--- config.mk ---
export PLATFORM = sky130hd
export DESIGN_NAME = qspi_mux_exerciser_flat
export DESIGN_NICKNAME = d
export VERILOG_FILES = /design/src/rtl/qspi_mux_exerciser_pkg.sv /design/src/rtl/qspi_mux_exerciser_if.sv /design/src/rtl/axi4_lite_slave.sv /design/src/rtl/qspi_mux_exerciser_channel.sv /design/src/rtl/qspi_mux_exerciser.sv /design/src/flat_wrapper.sv
export SDC_FILE = /design/constraint.sdc
export NUM_CORES = 2
export LEC_CHECK = 0
export ABC_CLOCK_PERIOD_IN_PS = 6000
export CAP_MARGIN = 20
export CORE_MARGIN = 3
export CORE_UTILIZATION = 37
export CTS_BUF_LIST = sky130_fd_sc_hd__clkbuf_8
export DETAILED_ROUTE_END_ITERATION = 8
export SLEW_MARGIN = 20
export SYNTH_ARGS = -nofsm -noshare
export SYNTH_HDL_FRONTEND = slang
export SYNTH_SLANG_ARGS = --single-unit
--- constraint.sdc ---
create_clock -name clk -period 6 [get_ports clk]
set_input_delay 1.2 -clock clk [delete_from_list [all_inputs] [get_ports clk]]
set_output_delay 1.2 -clock clk [all_outputs]
set_load 0.02 [all_outputs]
--- src/rtl/qspi_mux_exerciser_pkg.sv ---
// Shared constants and types for the QSPI mux exerciser.
// Register indices, AXI response codes and state encodings.
package qspi_mux_exerciser_pkg;

  localparam int REG_START   = 0;
  localparam int REG_ABORT   = 1;
  localparam int REG_STATUS  = 2;
  localparam int REG_TIMEOUT = 3;
  localparam int CH_BASE     = 16;
  localparam int CH_STRIDE   = 4;
  localparam int CH_VALUE    = 0;
  localparam int CH_REPEAT   = 1;
  localparam int CH_DONE     = 2;

  localparam logic [1:0] OKAY   = 2'd0;
  localparam logic [1:0] SLVERR = 2'd2;
  localparam logic [1:0] DECERR = 2'd3;

  typedef enum logic [1:0] {
    IDLE,
    REQ,
    REL
  } ch_state_t;

  typedef enum logic [1:0] {
    AX_IDLE,
    AX_EXEC,
    AX_RESP
  } ax_state_t;

endpackage

--- src/rtl/qspi_mux_exerciser_if.sv ---
// AXI4-Lite bundle between the bus master and the exerciser.
// Signal names follow the usual S_AXI_* slave naming.
interface qspi_mux_exerciser_if #(
  parameter int AW = 8
);
  logic [AW-1:0] S_AXI_AWADDR;
  logic [2:0]    S_AXI_AWPROT;
  logic          S_AXI_AWVALID;
  logic          S_AXI_AWREADY;
  logic [31:0]   S_AXI_WDATA;
  logic [3:0]    S_AXI_WSTRB;
  logic          S_AXI_WVALID;
  logic          S_AXI_WREADY;
  logic [1:0]    S_AXI_BRESP;
  logic          S_AXI_BVALID;
  logic          S_AXI_BREADY;
  logic [AW-1:0] S_AXI_ARADDR;
  logic [2:0]    S_AXI_ARPROT;
  logic          S_AXI_ARVALID;
  logic          S_AXI_ARREADY;
  logic [31:0]   S_AXI_RDATA;
  logic [1:0]    S_AXI_RRESP;
  logic          S_AXI_RVALID;
  logic          S_AXI_RREADY;

  modport master (
    output S_AXI_AWADDR, S_AXI_AWPROT, S_AXI_AWVALID,
    output S_AXI_WDATA, S_AXI_WSTRB, S_AXI_WVALID,
    output S_AXI_BREADY,
    output S_AXI_ARADDR, S_AXI_ARPROT, S_AXI_ARVALID,
    output S_AXI_RREADY,
    input  S_AXI_AWREADY, S_AXI_WREADY,
    input  S_AXI_BRESP, S_AXI_BVALID,
    input  S_AXI_ARREADY,
    input  S_AXI_RDATA, S_AXI_RRESP, S_AXI_RVALID
  );

  modport slave (
    input  S_AXI_AWADDR, S_AXI_AWPROT, S_AXI_AWVALID,
    input  S_AXI_WDATA, S_AXI_WSTRB, S_AXI_WVALID,
    input  S_AXI_BREADY,
    input  S_AXI_ARADDR, S_AXI_ARPROT, S_AXI_ARVALID,
    input  S_AXI_RREADY,
    output S_AXI_AWREADY, S_AXI_WREADY,
    output S_AXI_BRESP, S_AXI_BVALID,
    output S_AXI_ARREADY,
    output S_AXI_RDATA, S_AXI_RRESP, S_AXI_RVALID
  );

endinterface

--- src/rtl/axi4_lite_slave.sv ---
// AXI4-Lite slave front end: one-cycle write/read strobes to
// the register file, registered read data and responses.
module axi4_lite_slave
  import qspi_mux_exerciser_pkg::*;
#(
  parameter int AW = 8
) (
  input  logic          clk,
  input  logic          i_aresetn,
  qspi_mux_exerciser_if.slave s_axi,
  output logic [AW-1:0] o_waddr,
  output logic [31:0]   o_wdata,
  output logic          o_write,
  input  logic [1:0]    i_wresp,
  output logic [AW-1:0] o_raddr,
  output logic          o_read,
  input  logic [31:0]   i_rdata,
  input  logic [1:0]    i_rresp
);

  ax_state_t   r_ws, w_ws_nxt;
  ax_state_t   r_rs, w_rs_nxt;
  logic [1:0]  r_bresp, r_rresp;
  logic [31:0] r_rdata;
  logic        w_aw_hs, w_ar_hs;
  logic        w_unused;

  assign w_unused = ^{s_axi.S_AXI_AWPROT,
                      s_axi.S_AXI_ARPROT,
                      s_axi.S_AXI_WSTRB};

  always_ff @(posedge clk) begin
    if (!i_aresetn) begin
      r_ws <= AX_IDLE;
      r_rs <= AX_IDLE;
    end else begin
      r_ws <= w_ws_nxt;
      r_rs <= w_rs_nxt;
    end
  end

  always_comb begin
    w_ws_nxt = r_ws;
    unique case (r_ws)
      AX_IDLE: if (w_aw_hs) w_ws_nxt = AX_EXEC;
      AX_EXEC: w_ws_nxt = AX_RESP;
      AX_RESP: if (s_axi.S_AXI_BREADY) w_ws_nxt = AX_IDLE;
      default: w_ws_nxt = AX_IDLE;
    endcase
  end

  always_comb begin
    w_rs_nxt = r_rs;
    unique case (r_rs)
      AX_IDLE: if (w_ar_hs) w_rs_nxt = AX_EXEC;
      AX_EXEC: w_rs_nxt = AX_RESP;
      AX_RESP: if (s_axi.S_AXI_RREADY) w_rs_nxt = AX_IDLE;
      default: w_rs_nxt = AX_IDLE;
    endcase
  end

  // Address and data are taken together so one strobe carries both
  assign w_aw_hs = (r_ws == AX_IDLE) && s_axi.S_AXI_AWVALID
                   && s_axi.S_AXI_WVALID;
  assign w_ar_hs = (r_rs == AX_IDLE) && s_axi.S_AXI_ARVALID;

  always_comb begin
    s_axi.S_AXI_AWREADY = w_aw_hs;
    s_axi.S_AXI_WREADY  = w_aw_hs;
    s_axi.S_AXI_BVALID  = (r_ws == AX_RESP);
    s_axi.S_AXI_BRESP   = r_bresp;
    s_axi.S_AXI_ARREADY = w_ar_hs;
    s_axi.S_AXI_RVALID  = (r_rs == AX_RESP);
    s_axi.S_AXI_RDATA   = r_rdata;
    s_axi.S_AXI_RRESP   = r_rresp;
    o_write = (r_ws == AX_EXEC);
    o_read  = (r_rs == AX_EXEC);
  end

  always_ff @(posedge clk) begin
    if (!i_aresetn) begin
      o_waddr <= '0;
      o_wdata <= '0;
      o_raddr <= '0;
      r_bresp <= OKAY;
      r_rresp <= OKAY;
      r_rdata <= '0;
    end else begin
      if (w_aw_hs) begin
        o_waddr <= s_axi.S_AXI_AWADDR;
        o_wdata <= s_axi.S_AXI_WDATA;
      end
      if (w_ar_hs) o_raddr <= s_axi.S_AXI_ARADDR;
      if (o_write) r_bresp <= i_wresp;
      if (o_read) begin
        r_rdata <= i_rdata;
        r_rresp <= i_rresp;
      end
    end
  end

endmodule

--- src/rtl/qspi_mux_exerciser_channel.sv ---
// One requestor channel: handshake FSM, ack timer and
// completed-handshake counter.
module mux_exerciser_channel
  import qspi_mux_exerciser_pkg::*;
(
  input  logic        clk,
  input  logic        reset,
  input  logic        i_start,
  input  logic        i_abort,
  input  logic        i_ack,
  input  logic        i_to_clr,
  input  logic [31:0] i_repeat,
  input  logic [31:0] i_timeout,
  output logic        o_request,
  output logic        o_busy,
  output logic        o_to_flag,
  output logic [31:0] o_done
);

  ch_state_t   r_state, w_next;
  logic [31:0] r_timer, r_done, w_rep;
  logic        r_to, w_hit, w_to_evt;

  assign w_rep = (i_repeat == '0) ? 32'd1 : i_repeat;
  assign w_hit = (i_timeout != '0)
                 && (r_timer + 32'd1 == i_timeout);

  always_ff @(posedge clk) begin
    if (reset) r_state <= IDLE;
    else       r_state <= w_next;
  end

  always_comb begin
    w_next   = r_state;
    w_to_evt = 1'b0;
    if (i_abort) begin
      w_next = IDLE;
    end else begin
      unique case (r_state)
        IDLE: if (i_start) w_next = REQ;
        REQ: begin
          if (i_ack) begin
            w_next = REL;
          end else if (w_hit) begin
            w_next   = IDLE;
            w_to_evt = 1'b1;
          end
        end
        REL: begin
          if (!i_ack) begin
            w_next = (r_done < w_rep) ? REQ : IDLE;
          end else if (w_hit) begin
            w_next   = IDLE;
            w_to_evt = 1'b1;
          end
        end
        default: w_next = IDLE;
      endcase
    end
  end

  // Timer restarts on every state change, so it measures REQ/REL dwell
  always_ff @(posedge clk) begin
    if (reset) begin
      r_timer <= '0;
      r_done  <= '0;
      r_to    <= 1'b0;
    end else begin
      if (w_next != r_state) r_timer <= '0;
      else                   r_timer <= r_timer + 32'd1;
      if (r_state == IDLE && w_next == REQ)
        r_done <= '0;
      else if (r_state == REQ && w_next == REL)
        r_done <= r_done + 32'd1;
      if (w_to_evt)      r_to <= 1'b1;
      else if (i_to_clr) r_to <= 1'b0;
    end
  end

  always_comb begin
    o_request = (r_state == REQ);
    o_busy    = (r_state != IDLE);
    o_to_flag = r_to;
    o_done    = r_done;
  end

endmodule

--- src/rtl/qspi_mux_exerciser.sv ---
// QSPI mux exerciser top: AXI register file and per-channel
// request/ack stimulus engines.
module qspi_mux_exerciser
  import qspi_mux_exerciser_pkg::*;
#(
  parameter int AW       = 8,
  parameter int CHANNELS = 4,
  parameter int DW       = 32
) (
  input  logic                   clk,
  input  logic                   reset,
  qspi_mux_exerciser_if.slave    s_axi,
  output logic [CHANNELS*DW-1:0] value,
  output logic [CHANNELS-1:0]    request,
  input  logic [CHANNELS-1:0]    ack
);

  localparam int IW = AW - 2;

  logic [AW-1:0]       w_waddr, w_raddr;
  logic [31:0]         w_wdata, w_rdata;
  logic                w_ashi_write, w_ashi_read;
  logic [1:0]          w_wresp, w_rresp;
  logic [IW-1:0]       w_widx, w_ridx, w_wrel, w_rrel;
  logic [IW-3:0]       w_wch, w_rch;
  logic [1:0]          w_woff, w_roff;
  logic                w_wch_ok, w_rch_ok, w_unused;
  logic [CHANNELS-1:0] w_wsel, w_rsel, w_busy, w_to;
  logic [CHANNELS-1:0] w_start, w_abort, w_to_clr;
  logic [CHANNELS-1:0] w_val_we, w_rep_we;
  logic                w_tmo_we;
  logic [31:0]         w_rval, w_rrep, w_rdone;
  logic [31:0]         w_done [CHANNELS];
  logic [DW-1:0]       r_value [CHANNELS];
  logic [31:0]         r_repeat [CHANNELS];
  logic [31:0]         r_timeout;

  axi4_lite_slave #(.AW(AW)) u_axi (
    .clk       (clk),
    .i_aresetn (~reset),
    .s_axi     (s_axi),
    .o_waddr   (w_waddr),
    .o_wdata   (w_wdata),
    .o_write   (w_ashi_write),
    .i_wresp   (w_wresp),
    .o_raddr   (w_raddr),
    .o_read    (w_ashi_read),
    .i_rdata   (w_rdata),
    .i_rresp   (w_rresp)
  );

  assign w_unused = ^{w_waddr[1:0], w_raddr[1:0]};
  assign w_widx = w_waddr[AW-1:2];
  assign w_ridx = w_raddr[AW-1:2];
  assign w_wrel = w_widx - IW'(CH_BASE);
  assign w_rrel = w_ridx - IW'(CH_BASE);
  assign w_wch  = w_wrel[IW-1:2];
  assign w_rch  = w_rrel[IW-1:2];
  assign w_woff = w_wrel[1:0];
  assign w_roff = w_rrel[1:0];

  // One-hot channel selects; out-of-range channels select nothing
  always_comb begin
    w_wsel = '0;
    w_rsel = '0;
    for (int i = 0; i < CHANNELS; i++) begin
      w_wsel[i] = (w_widx >= IW'(CH_BASE))
                  && (32'(w_wch) == i);
      w_rsel[i] = (w_ridx >= IW'(CH_BASE))
                  && (32'(w_rch) == i);
    end
  end

  assign w_wch_ok = |w_wsel;
  assign w_rch_ok = |w_rsel;

  always_comb begin
    w_wresp  = OKAY;
    w_start  = '0;
    w_abort  = '0;
    w_to_clr = '0;
    w_val_we = '0;
    w_rep_we = '0;
    w_tmo_we = 1'b0;
    if (w_ashi_write) begin
      unique case (1'b1)
        w_widx == IW'(REG_START):
          w_start = w_wdata[CHANNELS-1:0];
        w_widx == IW'(REG_ABORT):
          w_abort = w_wdata[CHANNELS-1:0];
        w_widx == IW'(REG_STATUS):
          w_to_clr = w_wdata[8 +: CHANNELS];
        w_widx == IW'(REG_TIMEOUT):
          w_tmo_we = 1'b1;
        w_wch_ok && w_woff == 2'(CH_VALUE):
          if (|(w_wsel & w_busy)) w_wresp = SLVERR;
          else                    w_val_we = w_wsel;
        w_wch_ok && w_woff == 2'(CH_REPEAT):
          if (|(w_wsel & w_busy)) w_wresp = SLVERR;
          else                    w_rep_we = w_wsel;
        w_wch_ok && w_woff == 2'(CH_DONE):
          w_wresp = SLVERR;
        default:
          w_wresp = DECERR;
      endcase
    end
  end

  always_comb begin
    w_rval  = '0;
    w_rrep  = '0;
    w_rdone = '0;
    for (int i = 0; i < CHANNELS; i++) begin
      if (w_rsel[i]) begin
        w_rval  = 32'(r_value[i]);
        w_rrep  = r_repeat[i];
        w_rdone = w_done[i];
      end
    end
  end

  always_comb begin
    w_rdata = '0;
    w_rresp = OKAY;
    if (w_ashi_read) begin
      unique case (1'b1)
        w_ridx == IW'(REG_START):
          w_rdata[CHANNELS-1:0] = w_busy;
        w_ridx == IW'(REG_ABORT):
          w_rdata = '0;
        w_ridx == IW'(REG_STATUS): begin
          w_rdata[CHANNELS-1:0]  = w_busy;
          w_rdata[8 +: CHANNELS] = w_to;
        end
        w_ridx == IW'(REG_TIMEOUT):
          w_rdata = r_timeout;
        w_rch_ok && w_roff == 2'(CH_VALUE):
          w_rdata = w_rval;
        w_rch_ok && w_roff == 2'(CH_REPEAT):
          w_rdata = w_rrep;
        w_rch_ok && w_roff == 2'(CH_DONE):
          w_rdata = w_rdone;
        default:
          w_rresp = DECERR;
      endcase
    end
  end

  always_ff @(posedge clk) begin
    if (reset) begin
      r_timeout <= '0;
      for (int i = 0; i < CHANNELS; i++) begin
        r_value[i]  <= '0;
        r_repeat[i] <= 32'd1;
      end
    end else begin
      if (w_tmo_we) r_timeout <= w_wdata;
      for (int i = 0; i < CHANNELS; i++) begin
        if (w_val_we[i]) r_value[i]  <= w_wdata[DW-1:0];
        if (w_rep_we[i]) r_repeat[i] <= w_wdata;
      end
    end
  end

  for (genvar g = 0; g < CHANNELS; g++) begin : g_ch
    assign value[g*DW +: DW] = r_value[g];

    mux_exerciser_channel u_ch (
      .clk       (clk),
      .reset     (reset),
      .i_start   (w_start[g]),
      .i_abort   (w_abort[g]),
      .i_ack     (ack[g]),
      .i_to_clr  (w_to_clr[g]),
      .i_repeat  (r_repeat[g]),
      .i_timeout (r_timeout),
      .o_request (request[g]),
      .o_busy    (w_busy[g]),
      .o_to_flag (w_to[g]),
      .o_done    (w_done[g])
    );
  end

endmodule

--- src/flat_wrapper.sv ---
// flat-port wrapper written by rule: the top's interface ports become plain ports
module qspi_mux_exerciser_flat import qspi_mux_exerciser_pkg::*;
#(
  parameter int AW       = 8,
  parameter int CHANNELS = 4,
  parameter int DW       = 32
)
  (clk, reset, value, request, ack, s_axi_S_AXI_AWADDR, s_axi_S_AXI_AWPROT, s_axi_S_AXI_AWVALID, s_axi_S_AXI_WDATA, s_axi_S_AXI_WSTRB, s_axi_S_AXI_WVALID, s_axi_S_AXI_BREADY, s_axi_S_AXI_ARADDR, s_axi_S_AXI_ARPROT, s_axi_S_AXI_ARVALID, s_axi_S_AXI_RREADY, s_axi_S_AXI_AWREADY, s_axi_S_AXI_WREADY, s_axi_S_AXI_BRESP, s_axi_S_AXI_BVALID, s_axi_S_AXI_ARREADY, s_axi_S_AXI_RDATA, s_axi_S_AXI_RRESP, s_axi_S_AXI_RVALID);
  qspi_mux_exerciser_if #(.AW(AW)) s_axi_i ();
  input  logic clk;
  input  logic reset;
  output logic [CHANNELS*DW-1:0] value;
  output logic [CHANNELS-1:0] request;
  input  logic [CHANNELS-1:0] ack;
  input wire logic [$bits(s_axi_i.S_AXI_AWADDR)-1:0] s_axi_S_AXI_AWADDR;
  input wire logic [$bits(s_axi_i.S_AXI_AWPROT)-1:0] s_axi_S_AXI_AWPROT;
  input wire logic [$bits(s_axi_i.S_AXI_AWVALID)-1:0] s_axi_S_AXI_AWVALID;
  input wire logic [$bits(s_axi_i.S_AXI_WDATA)-1:0] s_axi_S_AXI_WDATA;
  input wire logic [$bits(s_axi_i.S_AXI_WSTRB)-1:0] s_axi_S_AXI_WSTRB;
  input wire logic [$bits(s_axi_i.S_AXI_WVALID)-1:0] s_axi_S_AXI_WVALID;
  input wire logic [$bits(s_axi_i.S_AXI_BREADY)-1:0] s_axi_S_AXI_BREADY;
  input wire logic [$bits(s_axi_i.S_AXI_ARADDR)-1:0] s_axi_S_AXI_ARADDR;
  input wire logic [$bits(s_axi_i.S_AXI_ARPROT)-1:0] s_axi_S_AXI_ARPROT;
  input wire logic [$bits(s_axi_i.S_AXI_ARVALID)-1:0] s_axi_S_AXI_ARVALID;
  input wire logic [$bits(s_axi_i.S_AXI_RREADY)-1:0] s_axi_S_AXI_RREADY;
  output wire logic [$bits(s_axi_i.S_AXI_AWREADY)-1:0] s_axi_S_AXI_AWREADY;
  output wire logic [$bits(s_axi_i.S_AXI_WREADY)-1:0] s_axi_S_AXI_WREADY;
  output wire logic [$bits(s_axi_i.S_AXI_BRESP)-1:0] s_axi_S_AXI_BRESP;
  output wire logic [$bits(s_axi_i.S_AXI_BVALID)-1:0] s_axi_S_AXI_BVALID;
  output wire logic [$bits(s_axi_i.S_AXI_ARREADY)-1:0] s_axi_S_AXI_ARREADY;
  output wire logic [$bits(s_axi_i.S_AXI_RDATA)-1:0] s_axi_S_AXI_RDATA;
  output wire logic [$bits(s_axi_i.S_AXI_RRESP)-1:0] s_axi_S_AXI_RRESP;
  output wire logic [$bits(s_axi_i.S_AXI_RVALID)-1:0] s_axi_S_AXI_RVALID;
  assign s_axi_i.S_AXI_AWADDR = s_axi_S_AXI_AWADDR;
  assign s_axi_i.S_AXI_AWPROT = s_axi_S_AXI_AWPROT;
  assign s_axi_i.S_AXI_AWVALID = s_axi_S_AXI_AWVALID;
  assign s_axi_i.S_AXI_WDATA = s_axi_S_AXI_WDATA;
  assign s_axi_i.S_AXI_WSTRB = s_axi_S_AXI_WSTRB;
  assign s_axi_i.S_AXI_WVALID = s_axi_S_AXI_WVALID;
  assign s_axi_i.S_AXI_BREADY = s_axi_S_AXI_BREADY;
  assign s_axi_i.S_AXI_ARADDR = s_axi_S_AXI_ARADDR;
  assign s_axi_i.S_AXI_ARPROT = s_axi_S_AXI_ARPROT;
  assign s_axi_i.S_AXI_ARVALID = s_axi_S_AXI_ARVALID;
  assign s_axi_i.S_AXI_RREADY = s_axi_S_AXI_RREADY;
  assign s_axi_S_AXI_AWREADY = s_axi_i.S_AXI_AWREADY;
  assign s_axi_S_AXI_WREADY = s_axi_i.S_AXI_WREADY;
  assign s_axi_S_AXI_BRESP = s_axi_i.S_AXI_BRESP;
  assign s_axi_S_AXI_BVALID = s_axi_i.S_AXI_BVALID;
  assign s_axi_S_AXI_ARREADY = s_axi_i.S_AXI_ARREADY;
  assign s_axi_S_AXI_RDATA = s_axi_i.S_AXI_RDATA;
  assign s_axi_S_AXI_RRESP = s_axi_i.S_AXI_RRESP;
  assign s_axi_S_AXI_RVALID = s_axi_i.S_AXI_RVALID;
  qspi_mux_exerciser #(.AW(AW), .CHANNELS(CHANNELS), .DW(DW)) u_core (.clk(clk), .reset(reset), .s_axi(s_axi_i), .value(value), .request(request), .ack(ack));
endmodule
==> impl_metrics.json <==
{
  "holdCritPathClass": "reg2reg",
  "count_of_hold_buffers_inserted_by_post_cts_repair": 0,
  "timing.critical_path.buf_inv": 0,
  "syn_to_final_growth_pct": 16.4,
  "finalWeightedCongestion": 1.10,
  "power.switching_fraction_pct": 26.6,
  "maxCapViolCount": 0,
  "grt_remaining_overflow": 0,
  "synthTopCellsByCount": "391 x nand2_1, 383 x dfxtp_1, 348 x nor2_1",
  "post-route-min-period_ns": 5.51,
  "num-nets-final": 4717,
  "post-place-cells": 5747,
  "synth_edf_count": 256,
  "path_delay_family": "simple AND/OR/NAND/NOR gates",
  "report.final.slew_viol_count": 0,
  "tot_gr_track_use_pct": 27.9,
  "slowest_stage": "or4_1",
  "avgRoutedWirePerCell_um": 26.0,
  "coreArea_um2": 102000,
  "cell_internal_pwr_mw": 7.27,
  "number_of_antenna_violations_at_the_first_check_in_global_routing": 13,
  "io-pin-count": 242,
  "ys_ff_latch": 639,
  "syn-cell-area_um2": 38100,
  "vias_per_cell": 5.99,
  "tightest_slew_ns": 1.34,
  "synth.top_cells.by_area": "edfxtp_1 20%, dfxtp_1 20%, ha_1 4.9%",
  "final_hold_slack_ns": 0.453,
  "detailed_placement_wirelength_estimate_um": 113000,
  "postSynth.asyncResetShare_pct": 0,
  "finClkSkew_ns": 0.0447,
  "cts.repair_timing.setup_buffer_count": 0,
  "drt_first_iter_violations": 4890,
  "synth_area_per_cell_um2": 8.75,
  "clkSinkCount": 639,
  "firstDrtPassIters": 7,
  "worstPathRequired_ns": 6.68,
  "cp-start-kind": "flop",
  "place_ws_ns": 0.625,
  "cts_made_buffers": 115,
  "result_of_the_run": "complete, no violations",
  "totalWireLength_um": 155000,
  "grt_setup_unrepaired": "false",
  "clock_path_buffers": 3,
  "ys_types": 95,
  "synth.largest_area_cell": "edfxtp_1",
  "port_buffers": 227,
  "die_width_um": 327,
  "clkSlewWorstSetupHoldPaths_ns": 0.06,
  "clk-insertion-delay-late_ns": 0.80,
  "synth_most_common_cell": "nand2_1",
  "initial_utilization_pct": 37.3,
  "drive_gt1_share_pct": 8.21,
  "synth.yosys.warnings": 0,
  "share_clk_of_total_power_pct": 44.7,
  "max_slew_margin_pct": 10.3,
  "setup.worst_path.class": "reg2reg",
  "synth-seq-area-share_pct": 40.3,
  "die_h_um": 327,
  "cts-root-buf": "clkbuf_8",
  "crit_path_frequent_cell": "or4_1",
  "cts_tree": "yes",
  "post_synth_inst_count": 4355,
  "post-route-util_pct": 43.5,
  "finish.cell_count_without_fillers": 5976,
  "worst_ir_drop_vdd_uv": 161,
  "final.setup.tns_ns": 0,
  "final.setup.worst_slack_ns": 0.492,
  "power.density_nw_per_um2": 224,
  "detail-route-antenna-nets": 0,
  "filler_cell_count": 10052,
  "cell_row_count": 117,
  "crit_fanout": 19,
  "synth-main-ff-cell": "dfxtp_1",
  "setup_viol": 0,
  "worst-endpoint-arrival_ns": 6.19,
  "vias_in_the_first_global_route": 32478,
  "cts_resized": 0,
  "grt_pass1_wl_um": 222000,
  "power.combinational.fraction_pct": 6.9,
  "power.share.sequential_pct": 48.3,
  "net-switching-power_mw": 2.64,
  "synth_nets": 4572,
  "critical_path.max_stage_delay_ns": 0.79,
  "max_freq_mhz": 182,
  "total_leakage_power_nw": 15.9,
  "detail_route.drc_violations": 0,
  "worst_setup_ep_type": "flop",
  "finalCritPeriodShare_pct": 91.8,
  "grt_max_degree": 59,
  "synth.top_cell.area_share_pct": 20.2,
  "floorplan.die_area_um2": 107000,
  "vias": 35772,
  "report.final.hold_viol_count": 0,
  "worstPathCellList": "ha_1 > nand4_1 > nor4_2 > nor3b_1 > nor4_1 > nand4_1 > or4_1 > or4_4 > a221o_1 > or4_1 > or4_1 > a21oi_1",
  "cts-htree-levels": 3
}
flip-flops by register name (all words and copies together), names as in the netlist:
signal and cells:
u_core.g_ch.u_ch.o_done 128, u_core.g_ch.u_ch.r_timer 128, u_core.r_repeat 128, u_core.r_value 128, u_core.r_timeout 32, u_core.u_axi.o_wdata 32, u_core.u_axi.s_axi.S_AXI_RDATA 32, u_core.g_ch.u_ch.r_state 8
u_core.u_axi.o_raddr 6, u_core.u_axi.o_waddr 6, u_core.g_ch.u_ch.o_to_flag 4, u_core.u_axi.r_rs 2, u_core.u_axi.r_ws 2, u_core.u_axi.s_axi.S_AXI_BRESP 2, u_core.u_axi.s_axi.S_AXI_RRESP 1
layout by cell type, fill, tap and decap left out, drive strengths merged, types with 27 or more instances in the layout:
cell           count
and2             276
ha               148
or4               35
xnor2            170
nor2             348
nand3            132
nor3             139
clkdlybuf4s50    226
a21o              48
o22ai             34
clkbuf           150
nor2b             35
nand2b            27
xor2              60
dfxtp            383
nand4            122
a221oi            42
inv              236
a21oi            308
or3               54
nor4             103
a31oi             37
a22oi             48
mux2i             57
edfxtp           256
nand2            391
buf               99
and4              39
o21ai            132
a211oi            31
and3              65
worst paths after layout:
check	start	endpoint	slack, ns	depth (start not counted)
max	u_core.g_ch[2].u_ch.r_timer[0]	u_core.g_ch[2].u_ch.o_done[16]	0.49	12
min	u_core.u_axi.s_axi.S_AXI_RDATA[2]	u_core.u_axi.s_axi.S_AXI_RDATA[2]	0.45	2
max reg2reg	u_core.g_ch[2].u_ch.r_timer[0]	u_core.g_ch[2].u_ch.o_done[16]	0.49	12
min reg2reg	u_core.u_axi.s_axi.S_AXI_RDATA[2]	u_core.u_axi.s_axi.S_AXI_RDATA[2]	0.45	2
cell families after synthesis:
kind of cell / Yosys count / share of synthesized area [%]
AND/OR/NAND/NOR: 1863 / 26.1
AO/OA/AOI/OAI: 894 / 15.3
flip-flops: 639 / 40.3
buffers and inverters: 492 / 5.04
XOR/XNOR: 251 / 6.55
adder cells (fa/ha/maj): 148 / 4.86
multiplexers: 68 / 1.85
stage by stage:
step                      instance area [µm²]  power (mW)
after CTS                               44200        9.96
after global placement                  41700        5.53
after floorplan                         38100        5.15
final                                   44400        9.91
after global routing                    44300        10.2
after detailed placement                41700        5.54
power groups by stage:
| stage | clock network, mW | registers, mW | logic, mW |
|---|---|---|---|
| 2_1_floorplan | 0 | 4.82 | 0.332 |
| 3_3_place_gp | 0 | 4.87 | 0.662 |
| 3_5_place_dp | 0 | 4.87 | 0.667 |
| 4_1_cts | 4.50 | 4.78 | 0.670 |
| 5_1_grt | 4.69 | 4.79 | 0.726 |
| 6_report | 4.43 | 4.79 | 0.687 |
worst min-delay path: stages, from the launching register on:
cell	delay [ns]
dfxtp_1	0.31
nand2_1	0.05
a21oi_1	0.05
layout make-up:
class | instances | area, µm² | area share [%]
diodes | 5 | 12.5 | 0.0282
repair buffers | 325 | 3070 | 6.91
well taps | 1368 | 1710 | 3.86
inverters | 195 | 732 | 1.65
clock inverters | 70 | 433 | 0.976
clock buffers | 150 | 2060 | 4.65
flip-flops and latches | 639 | 15400 | 34.6
multi-input cells | 3224 | 21000 | 47.3
metal layers:
layer | share of wire (%) | up-vias | track usage [%]
li1 | - | 16131 | -
met1 | 42 | 17252 | 38.9
met2 | 40 | 2031 | 39.1
met3 | 12 | 350 | 7.41
met4 | 5.8 | 8 | 14.8
met5 | 0.032 | - | 0
(Power assumes the default switching activity.)
